<file path="src/rtl/dp_dispatch_pkg.sv">
// Shared types for the edge-packet dispatcher: packet geometry macros, RS payload struct, FSM states.
`ifndef DP_DISPATCH_DEFS_SVH
`define DP_DISPATCH_DEFS_SVH
`define Packet_size 32
`define Max_replay_Iter 3
`endif

package dp_dispatch_pkg;

  localparam int unsigned PACKET_SIZE     = `Packet_size;
  localparam int unsigned PKT_W           = PACKET_SIZE - 2;
  localparam int unsigned MAX_REPLAY_ITER = `Max_replay_Iter;
  localparam int unsigned RI_W            = $clog2(MAX_REPLAY_ITER);
  localparam int unsigned NE_W            = 16;
  localparam int unsigned MASK_LSB        = 7;
  localparam int unsigned MASK_W          = 3;

  typedef struct packed {
    logic             valid;
    logic [PKT_W-1:0] pkt;
  } DP_task2RS;

  typedef enum logic [2:0] {
    IDLE,
    FILL,
    ISSUE,
    NEXT_ITER,
    DONE
  } dp_state_e;

  // One-hot replay-iteration tag stamped into each accepted packet.
  function automatic logic [MASK_W-1:0] iter_mask(input logic [RI_W-1:0] iter);
    return MASK_W'(MASK_W'(1) << iter);
  endfunction

endpackage

</file>
<file path="src/rtl/dp_fifo.sv">
// Synchronous holding FIFO; depth must be a power of two so pointers wrap naturally.
module dp_fifo #(
  parameter int unsigned DEPTH = 4,
  parameter int unsigned WIDTH = 8
) (
  input  logic             clk,
  input  logic             rst_n,
  input  logic             push_i,
  input  logic             pop_i,
  input  logic [WIDTH-1:0] wdata_i,
  output logic [WIDTH-1:0] rdata_o,
  output logic             full_o,
  output logic             empty_o
);

  localparam int unsigned AW = $clog2(DEPTH);
  localparam int unsigned CW = AW + 1;

  logic [WIDTH-1:0] mem_q [DEPTH];
  logic [AW-1:0]    wr_q, rd_q;
  logic [CW-1:0]    cnt_q;
  logic             do_push, do_pop;

  assign full_o  = (cnt_q == CW'(DEPTH));
  assign empty_o = (cnt_q == '0);
  assign do_push = push_i && !full_o;
  assign do_pop  = pop_i && !empty_o;
  assign rdata_o = mem_q[rd_q];

  always_ff @(posedge clk) begin
    if (do_push) mem_q[wr_q] <= wdata_i;
  end

  always_ff @(posedge clk or negedge rst_n) begin
    if (!rst_n) begin
      wr_q  <= '0;
      rd_q  <= '0;
      cnt_q <= '0;
    end else begin
      if (do_push) wr_q <= wr_q + AW'(1);
      if (do_pop)  rd_q <= rd_q + AW'(1);
      case ({do_push, do_pop})
        2'b10:   cnt_q <= cnt_q + CW'(1);
        2'b01:   cnt_q <= cnt_q - CW'(1);
        default: cnt_q <= cnt_q;
      endcase
    end
  end

endmodule

</file>
<file path="src/rtl/dp_dispatch.sv">
// Edge-packet dispatcher: buffers upstream edges, tags them per replay iteration, issues to the RS.
// Define DP_DISPATCH_PERF_EN to add the stall_cnt performance counter output.
module dp_dispatch
  import dp_dispatch_pkg::*;
#(
  parameter int unsigned FIFO_DEPTH = 4
) (
  input  logic             clk,
  input  logic             reset,
  input  logic             start,
  input  logic [NE_W-1:0]  num_edges,
  input  logic             edge_valid,
  input  logic [PKT_W-1:0] edge_pkt,
  output logic             edge_ready,
  input  logic             RS_full,
  output logic [RI_W-1:0]  replay_Iter,
  output DP_task2RS        DP_task2RS_out,
  output logic             busy,
  output logic             done
`ifdef DP_DISPATCH_PERF_EN
  ,
  output logic [31:0]      stall_cnt
`endif
);

  dp_state_e        state_q, state_d;
  logic [NE_W-1:0]  n_q, n_d, acc_q, acc_d, iss_q, iss_d;
  logic [RI_W-1:0]  iter_q, iter_d;
  DP_task2RS        out_q, out_d;
  logic             busy_q, done_q;
  logic             push, pop, fifo_full, fifo_empty;
  logic [PKT_W-1:0] fifo_wdata, fifo_rdata;

  assign edge_ready = ((state_q == FILL) || (state_q == ISSUE)) && !fifo_full && (acc_q < n_q);
  assign push       = edge_valid && edge_ready;
  assign pop        = (state_q == ISSUE) && !fifo_empty && !RS_full;

  always_comb begin
    fifo_wdata = edge_pkt;
    fifo_wdata[MASK_LSB +: MASK_W] = iter_mask(iter_q);
  end

  dp_fifo #(.DEPTH(FIFO_DEPTH), .WIDTH(PKT_W)) u_fifo (
    .clk     (clk),
    .rst_n   (reset),
    .push_i  (push),
    .pop_i   (pop),
    .wdata_i (fifo_wdata),
    .rdata_o (fifo_rdata),
    .full_o  (fifo_full),
    .empty_o (fifo_empty)
  );

  // Next-state, counters and registered RS payload.
  always_comb begin
    state_d = state_q;
    n_d     = n_q;
    acc_d   = acc_q;
    iss_d   = iss_q;
    iter_d  = iter_q;
    out_d   = '0;
    if (push) acc_d = acc_q + NE_W'(1);
    if (pop) begin
      iss_d     = iss_q + NE_W'(1);
      out_d.valid = 1'b1;
      out_d.pkt   = fifo_rdata;
    end
    case (state_q)
      IDLE: begin
        if (start) begin
          n_d     = num_edges;
          acc_d   = '0;
          iss_d   = '0;
          iter_d  = '0;
          state_d = (num_edges == '0) ? DONE : FILL;
        end
      end
      // Move on the accepting cycle so the first packet still pops one cycle later.
      FILL: if (push || !fifo_empty) state_d = ISSUE;
      ISSUE: begin
        if (pop && (iss_d == n_q))
          state_d = (iter_q == RI_W'(MAX_REPLAY_ITER - 1)) ? DONE : NEXT_ITER;
      end
      NEXT_ITER: begin
        iter_d  = iter_q + RI_W'(1);
        acc_d   = '0;
        iss_d   = '0;
        state_d = FILL;
      end
      DONE:    state_d = IDLE;
      default: state_d = IDLE;
    endcase
  end

  always_ff @(posedge clk or negedge reset) begin
    if (!reset) begin
      state_q <= IDLE;
      n_q     <= '0;
      acc_q   <= '0;
      iss_q   <= '0;
      iter_q  <= '0;
      out_q   <= '0;
      busy_q  <= 1'b0;
      done_q  <= 1'b0;
    end else begin
      state_q <= state_d;
      n_q     <= n_d;
      acc_q   <= acc_d;
      iss_q   <= iss_d;
      iter_q  <= iter_d;
      out_q   <= out_d;
      busy_q  <= (state_d == FILL) || (state_d == ISSUE) || (state_d == NEXT_ITER);
      done_q  <= (state_q == DONE);
    end
  end

  assign replay_Iter    = iter_q;
  assign DP_task2RS_out = out_q;
  assign busy           = busy_q;
  assign done           = done_q;

`ifdef DP_DISPATCH_PERF_EN
  logic [31:0] stall_q, stall_d;

  // Saturating count of cycles the RS blocks a ready packet.
  always_comb begin
    stall_d = stall_q;
    if ((state_q == IDLE) && start)
      stall_d = '0;
    else if ((state_q == ISSUE) && !fifo_empty && RS_full && (stall_q != '1))
      stall_d = stall_q + 32'd1;
  end

  always_ff @(posedge clk or negedge reset) begin
    if (!reset) stall_q <= '0;
    else        stall_q <= stall_d;
  end

  assign stall_cnt = stall_q;
`endif

endmodule

</file>
<file path="config.mk">
export PLATFORM = sky130hd
export DESIGN_NAME = dp_dispatch
export DESIGN_NICKNAME = d
export VERILOG_FILES = /design/src/rtl/dp_dispatch_pkg.sv /design/src/rtl/dp_fifo.sv /design/src/rtl/dp_dispatch.sv
export SDC_FILE = /design/constraint.sdc
export NUM_CORES = 1
export LEC_CHECK = 0
export ABC_AREA = 0
export CAP_MARGIN = 20
export CORE_UTILIZATION = 52
export CTS_CLUSTER_SIZE = 40
export DETAILED_ROUTE_END_ITERATION = 7
export PLACE_DENSITY_LB_ADDON = 0.25
export SYNTH_ARGS = -nofsm -noshare
export SYNTH_HDL_FRONTEND = slang
export SYNTH_SLANG_ARGS = --single-unit
</file>
<file path="constraint.sdc">
create_clock -name clk -period 2.9 [get_ports clk]
set_input_delay 0.29 -clock clk [delete_from_list [all_inputs] [get_ports clk]]
set_output_delay 0.29 -clock clk [all_outputs]
set_load 0.02 [all_outputs]
</file>
# Yosys cells after proc, flatten, opt, wreduce, memory -nomap -nowiden

Memories as Yosys holds them, arrays and structs flattened.
Index checks and enable logic that the tools add are counted.

Memories: 1
Logic and storage cells: 75
Register bits after elaboration: 93
Bits in writable memories: 120

$add $sub $neg: 7
Equality and inequality tests: 13
Muxes and demuxes: 18
$lt $le $gt $ge: 1
Reduce and logical (&&, ||, !) cells: 22
Shifts and indexed selects: 1

Memories:

| memory       | words | width | rd ports | clocked after Yosys merged registers in | write ports | line          | source |
|---|---|---|---|---|---|---|---|
| u_fifo.mem_q | 4     | 30    | 1        | 0                                       | 1           | dp_fifo.sv:19 | `logic [WIDTH-1:0] mem_q [DEPTH];` |

Operators by type and width:

| cell                  | number |
|---|---|
| $mux 16               | 4 |
| $pmux 16 s2           | 2 |
| $add 16x1->16 const B | 2 |
| $mux 31               | 1 |
| $eq 16x16->1          | 1 |
| $logic_not 16->1      | 1 |
| $lt 16x16->1          | 1 |
| $mux 3                | 5 |
| $eq 3x2->1 const B    | 4 |
| $pmux 3 s4            | 1 |
| $logic_and 1x1->1     | 8 |
| $add 2x1->2 const B   | 3 |
| $eq 3x1->1 const B    | 2 |
| $eq 3x3->1 const B    | 2 |
| $logic_not 3->1       | 2 |
| $pmux 3 s2            | 1 |
| $eq 2x2->1 const B    | 2 |
| $logic_or 1x1->1      | 4 |
| $pmux 2 s2            | 1 |
| $reduce_and 2->1      | 2 |
| $reduce_bool 2->1     | 2 |
| $add 3x1->3 const B   | 1 |
| $logic_not 1->1       | 3 |
| $shl 1x2->3 const A   | 1 |
| other kinds (5)       | 6 |

# Logic depth before layout (Yosys ltp)

Word-level depth: 12
Gate-level depth with buffers: 16

# Modules after synthesis

A second synthesis with hierarchy kept.

Cell total of the unflattened synthesis: 680
Area, all modules: 9442.8 um^2

Modules (own cells, without submodules):

| module      | times used | cells an instance | area an instance (um^2) | seq. area each (um^2) |
|---|---|---|---|---|
| dp_fifo     | 1          | 195               | 4800.9                  | 3778.6 |
| dp_dispatch | 1          | 485               | 4642.0                  | 2152.1 |

# Worst setup path after synthesis

OpenSTA, ideal clock, no wires.

Kind: register to register
Start point: register acc_q[5]
End point: register u_fifo.cnt_q[2]
Arrival: 2.637 ns
Period minus slack after synthesis: 2.716 ns
Data required time: 2.821 ns
Path buffers: 1
Cell stages (with the launch flop): 15
Path slack: 0.184 ns
Cell sequence: dfrtp_1 > ha_1 > and4_1 > nand2_1 > o2111ai_1 > nand2_1 > and2_1 > clkbuf_1 > inv_1 > ha_1 > inv_1 > fa_1 > xor2_1 > nor2_1 > xor2_1

Word-level cells in the longest chain between the ends: 6

RTL lines:

| what                                                   | line               | source |
|---|---|---|
| from (decl)                                            | dp_dispatch.sv:27  | `logic [NE_W-1:0] n_q, n_d, acc_q, acc_d, iss_q, iss_d;` |
| from (signal assigned)                                 | dp_dispatch.sv:99  | `acc_q <= '0;` |
| from (signal assigned)                                 | dp_dispatch.sv:108 | `acc_q <= acc_d;` |
| $lt 16x16->1 (*)                                       | dp_dispatch.sv:34  | `assign edge_ready = ((state_q == FILL) \|\| (state_q == ISSUE)) && !fifo_full && (acc_q < n_q);` |
| $logic_and 1x1->1 (*)                                  | dp_dispatch.sv:34  |  |
| $logic_and 1x1->1 (*)                                  | dp_dispatch.sv:35  | `assign push = edge_valid && edge_ready;` |
| $logic_and 1x1->1 (*)                                  | dp_fifo.sv:26      | `assign do_push = push_i && !full_o;` |
| $eq 2x1->1 / $eq 2x2->1 (equally long branches)        | dp_fifo.sv:42      | `case ({do_push, do_pop})` |
| $pmux 3 s2 / $reduce_bool 2->1 (equally long branches) | --                 |  |
| to (signal assigned)                                   | dp_fifo.sv:43      | `2'b10: cnt_q <= cnt_q + CW'(1);` |
| to (signal assigned)                                   | dp_fifo.sv:44      | `2'b01: cnt_q <= cnt_q - CW'(1);` |
| to (signal assigned)                                   | dp_fifo.sv:45      | `default: cnt_q <= cnt_q;` |
| to (decl)                                              | dp_fifo.sv:21      | `logic [CW-1:0] cnt_q;` |

Every way passes the cells marked *; elsewhere a longest branch is shown, timed or not.
A chain may end at the register's enable or synchronous reset.

# Worst setup path after layout

Start point: register n_q[6]
End point: output edge_ready

Word-level cells in the longest chain between the ends: 2

RTL lines:

| what                   | line               | source |
|---|---|---|
| from (decl)            | dp_dispatch.sv:27  |  |
| from (signal assigned) | dp_dispatch.sv:107 | `n_q <= n_d;` |
| $lt 16x16->1           | dp_dispatch.sv:34  |  |
| $logic_and 1x1->1      | dp_dispatch.sv:34  |  |
| to (decl)              | dp_dispatch.sv:14  | `output logic edge_ready,` |

Every way passes these cells.

==> metrics <==
Reg2Reg Setup Slack=0.16 ns; Leakage=4.40 nW; Switching Power=roughly 0.0031 W; grt total ovfl=0; post-synth top area share=0.389; initial antenna violation count=0; final core occ=0.648; Most used DFF post-synth=edfxtp_1; post-route clock period utilization=0.967; vias in the first global route=6011; fillers=1238; cell internal pwr=0.00680 W; core area=0.0174 mm^2; Mapped Area=0.00926 mm^2; Gate Count Post-Synth=roughly 660; area leader, netlist=edfxtp_1; Unique masters post-synth=63; Syn Nets=around 740; NumNets Final=844; synth cell count leaders=120 x edfxtp_1, 93 x dfrtp_1, 52 x nand2_1, 36 x and3_1, 35 x nor2_1; number of flops mapped to enable cells by yosys=120; worst path cell trace=inv_1, ha_1, and4_1, a21oi_1, o2111ai_1, nand2_1, buf_4, and2_1, clkdlybuf4s15_1; die width=roughly 140 um; relative slew slack=0.567; final hold violations=0; final WL=19700 um; drt pass-1 iters=5; status=completed; CP bufs+invs=3; worst-margin pin slew=0.646 ns; Syn Area/Cell=around 14 um^2; CTS sink cnt=213; area of the multi-input gates=0.00309 mm^2; startpoint types=register; port bufs=83; Flop pwr share=0.424; via-per-instance ratio=between 5 and 6; Seq cells post-synth=213; post-route cell area=0.0112 mm^2; Layout area overhead=21.5%; FMAX=356 MHz; Peak VDD IR=0.000551 V; CP Class=reg -> out; number of routed nets with antenna violations=0; final slew viol count=0; Async SR Flop Fraction=0.437; Largest stage delay, worst path=around 0.4 ns; Critical-path top delay cell=dfrtp_1; RSZ-0062 raised after global routing=false; share of cells above drive strength 1=0.139; pin count of the biggest net entering global routing=58; register area=0.00593 mm^2; maxcap violations=0; # rows=48; die boundary height=135 um; initial core utilization=0.533; I/O pin cnt=87; final setup fails=0; CTS root buffer=clkbuf_16; First DRT Iteration DRCs=approximately 390; Required @ worst endpoint=2.61 ns; first-pass GRT wire length=31700 um; Combinational Power Share=0.301; Synth area leaders=edfxtp_1 39%, dfrtp_1 25%, mux4_2 7.3%; worst skew pair latency=0.51 ns; Clock power frac=0.274; post-layout minimum cycle time=2.81 ns; CP endpoint kind=primary output; Clock Pin Slew Worst Setup and Hold Paths=0.06 ns; antenna diode count=0; switch share=0.315; clk_skew=0.0146 ns; via count=5804; Top Family by Delay on Critical Path=buffers and inverters; crit path max fanout=4; PwrDens=882 mW/mm^2; dpl cell area=0.0105 mm^2; crit path DAT=2.52 ns; Seq/Total Area, Yosys=0.641; DRC Markers=0; most frequent cell after synthesis=edfxtp_1; number of H-tree levels=1; Clock Tree Buf Depth=3; HP Class=in -> async; GPL Wtd Cong=0.857; CTS tree=done; total CTS buffers=22; hpwl dp=12700 um; post-DR wirelength/cell=19.5 um; Yosys Warn Count=0; GR Util All Layers=0.228; full die area=0.0183 mm^2
flip-flops by register name, indices dropped and copies added (netlist names), 3 cells and up:
signal	flops
DP_task2RS_out	31
acc_q	16
iss_q	16
n_q	16
state_q	3
u_fifo.cnt_q	3
u_fifo.mem_q	120
cells by family after synthesis:
group                    synth area share
flip-flops                          0.641
AND/OR/NAND/NOR                     0.122
AO/OA/AOI/OAI                      0.0560
buffers and inverters              0.0289
XOR/XNOR                           0.0393
multiplexers                       0.0776
adder cells (fa/ha/maj)            0.0359
per-stage QoR:
stage	setup TNS (ns)	instances	total power [W]	setup slack [ns]	hold slack, ns
2_1_floorplan	0	662	0.00613	0.184	-0.00559
3_3_place_gp	-0.0504	967	0.00713	-0.0253	0.315
3_5_place_dp	-0.0525	967	0.00726	-0.0319	0.321
4_1_cts	0	1008	0.00999	0.0933	0.340
5_1_grt	0	1008	0.0104	0.000795	0.363
6_report	0	1008	0.00991	0.0946	0.321
worst paths after layout:
check | from | end | cells after the start
setup / recovery | n_q[6] | edge_ready | 9
hold / removal | reset | DP_task2RS_out[3] | 2
setup reg to reg | n_q[6] | u_fifo.cnt_q[2] | 14
hold reg to reg | u_fifo.cnt_q[2] | u_fifo.cnt_q[2] | 1
max in group asynchronous | reset | state_q[0] | 3
min in group clk | num_edges[12] | n_q[12] | 3
power groups by stage:
stage,Sequential (W),Clock [W],Combinational (W)
final,0.00421,0.00272,0.00299
after global placement,0.00422,0,0.00290
after CTS,0.00421,0.00278,0.00301
after floorplan,0.00423,0,0.00190
after detailed placement,0.00426,0,0.00299
after global routing,0.00427,0.00290,0.00327
per-layer routing:
layer	up-vias	track usage	share of wire
met5	-	0	0
met4	0	0.0718	0.026
met3	29	0.0333	0.051
met2	177	0.379	0.50
met1	2918	0.310	0.42
li1	2680	-	-
worst reg2reg max path: stages (launching register included):
cell	delay (ns)
dfrtp_1	0.38
inv_1	0.12
ha_1	0.33
and4_1	0.21
nand2_1	0.06
o2111ai_1	0.16
nand2_1	0.13
and2_1	0.17
inv_1	0.07
ha_1	0.17
inv_1	0.06
fa_1	0.38
xor2_1	0.15
nor2_1	0.11
xor2_1	0.15
timing repair:
action                                  in CTS  in global routing
gates resized for setup                      1                  5
hold buffers                                 1                  0
endpoints found under the hold margin       36                  0
buffers inserted                             0                  0
endpoints found under the setup margin       1                  9
layout by cell type (no fill, tap or decap), drive strengths merged, types with 2 or more instances in the layout:
cell,instances
edfxtp,120
dfrtp,93
clkdlybuf4s50,81
nand2,52
and3,36
nor2,35
buf,32
clkbuf,32
inv,31
mux4,30
o21ai,28
xnor2,25
ha,25
a21oi,21
nand4,15
xor2,14
nand3,12
and2,9
nor4,9
and4,7
o31ai,7
or4,6
nor3,6
a21o,5
clkinv,4
or3,3
nand2b,3
a221oi,3
nor4b,3
o311ai,3
or3b,2
mux2,2
mux2i,2
o41ai,2
clkinvlp,2
bufinv,2
cell type report:
cell class | instances | area share
repair buffers | 115 | 0.101
inverters | 31 | 0.0103
clock inverters | 8 | 0.00935
multi-input cells | 384 | 0.275
well taps | 225 | 0.0250
clock buffers | 32 | 0.0523
flip-flops and latches | 213 | 0.528
Power figures use the tool's default switching activity.
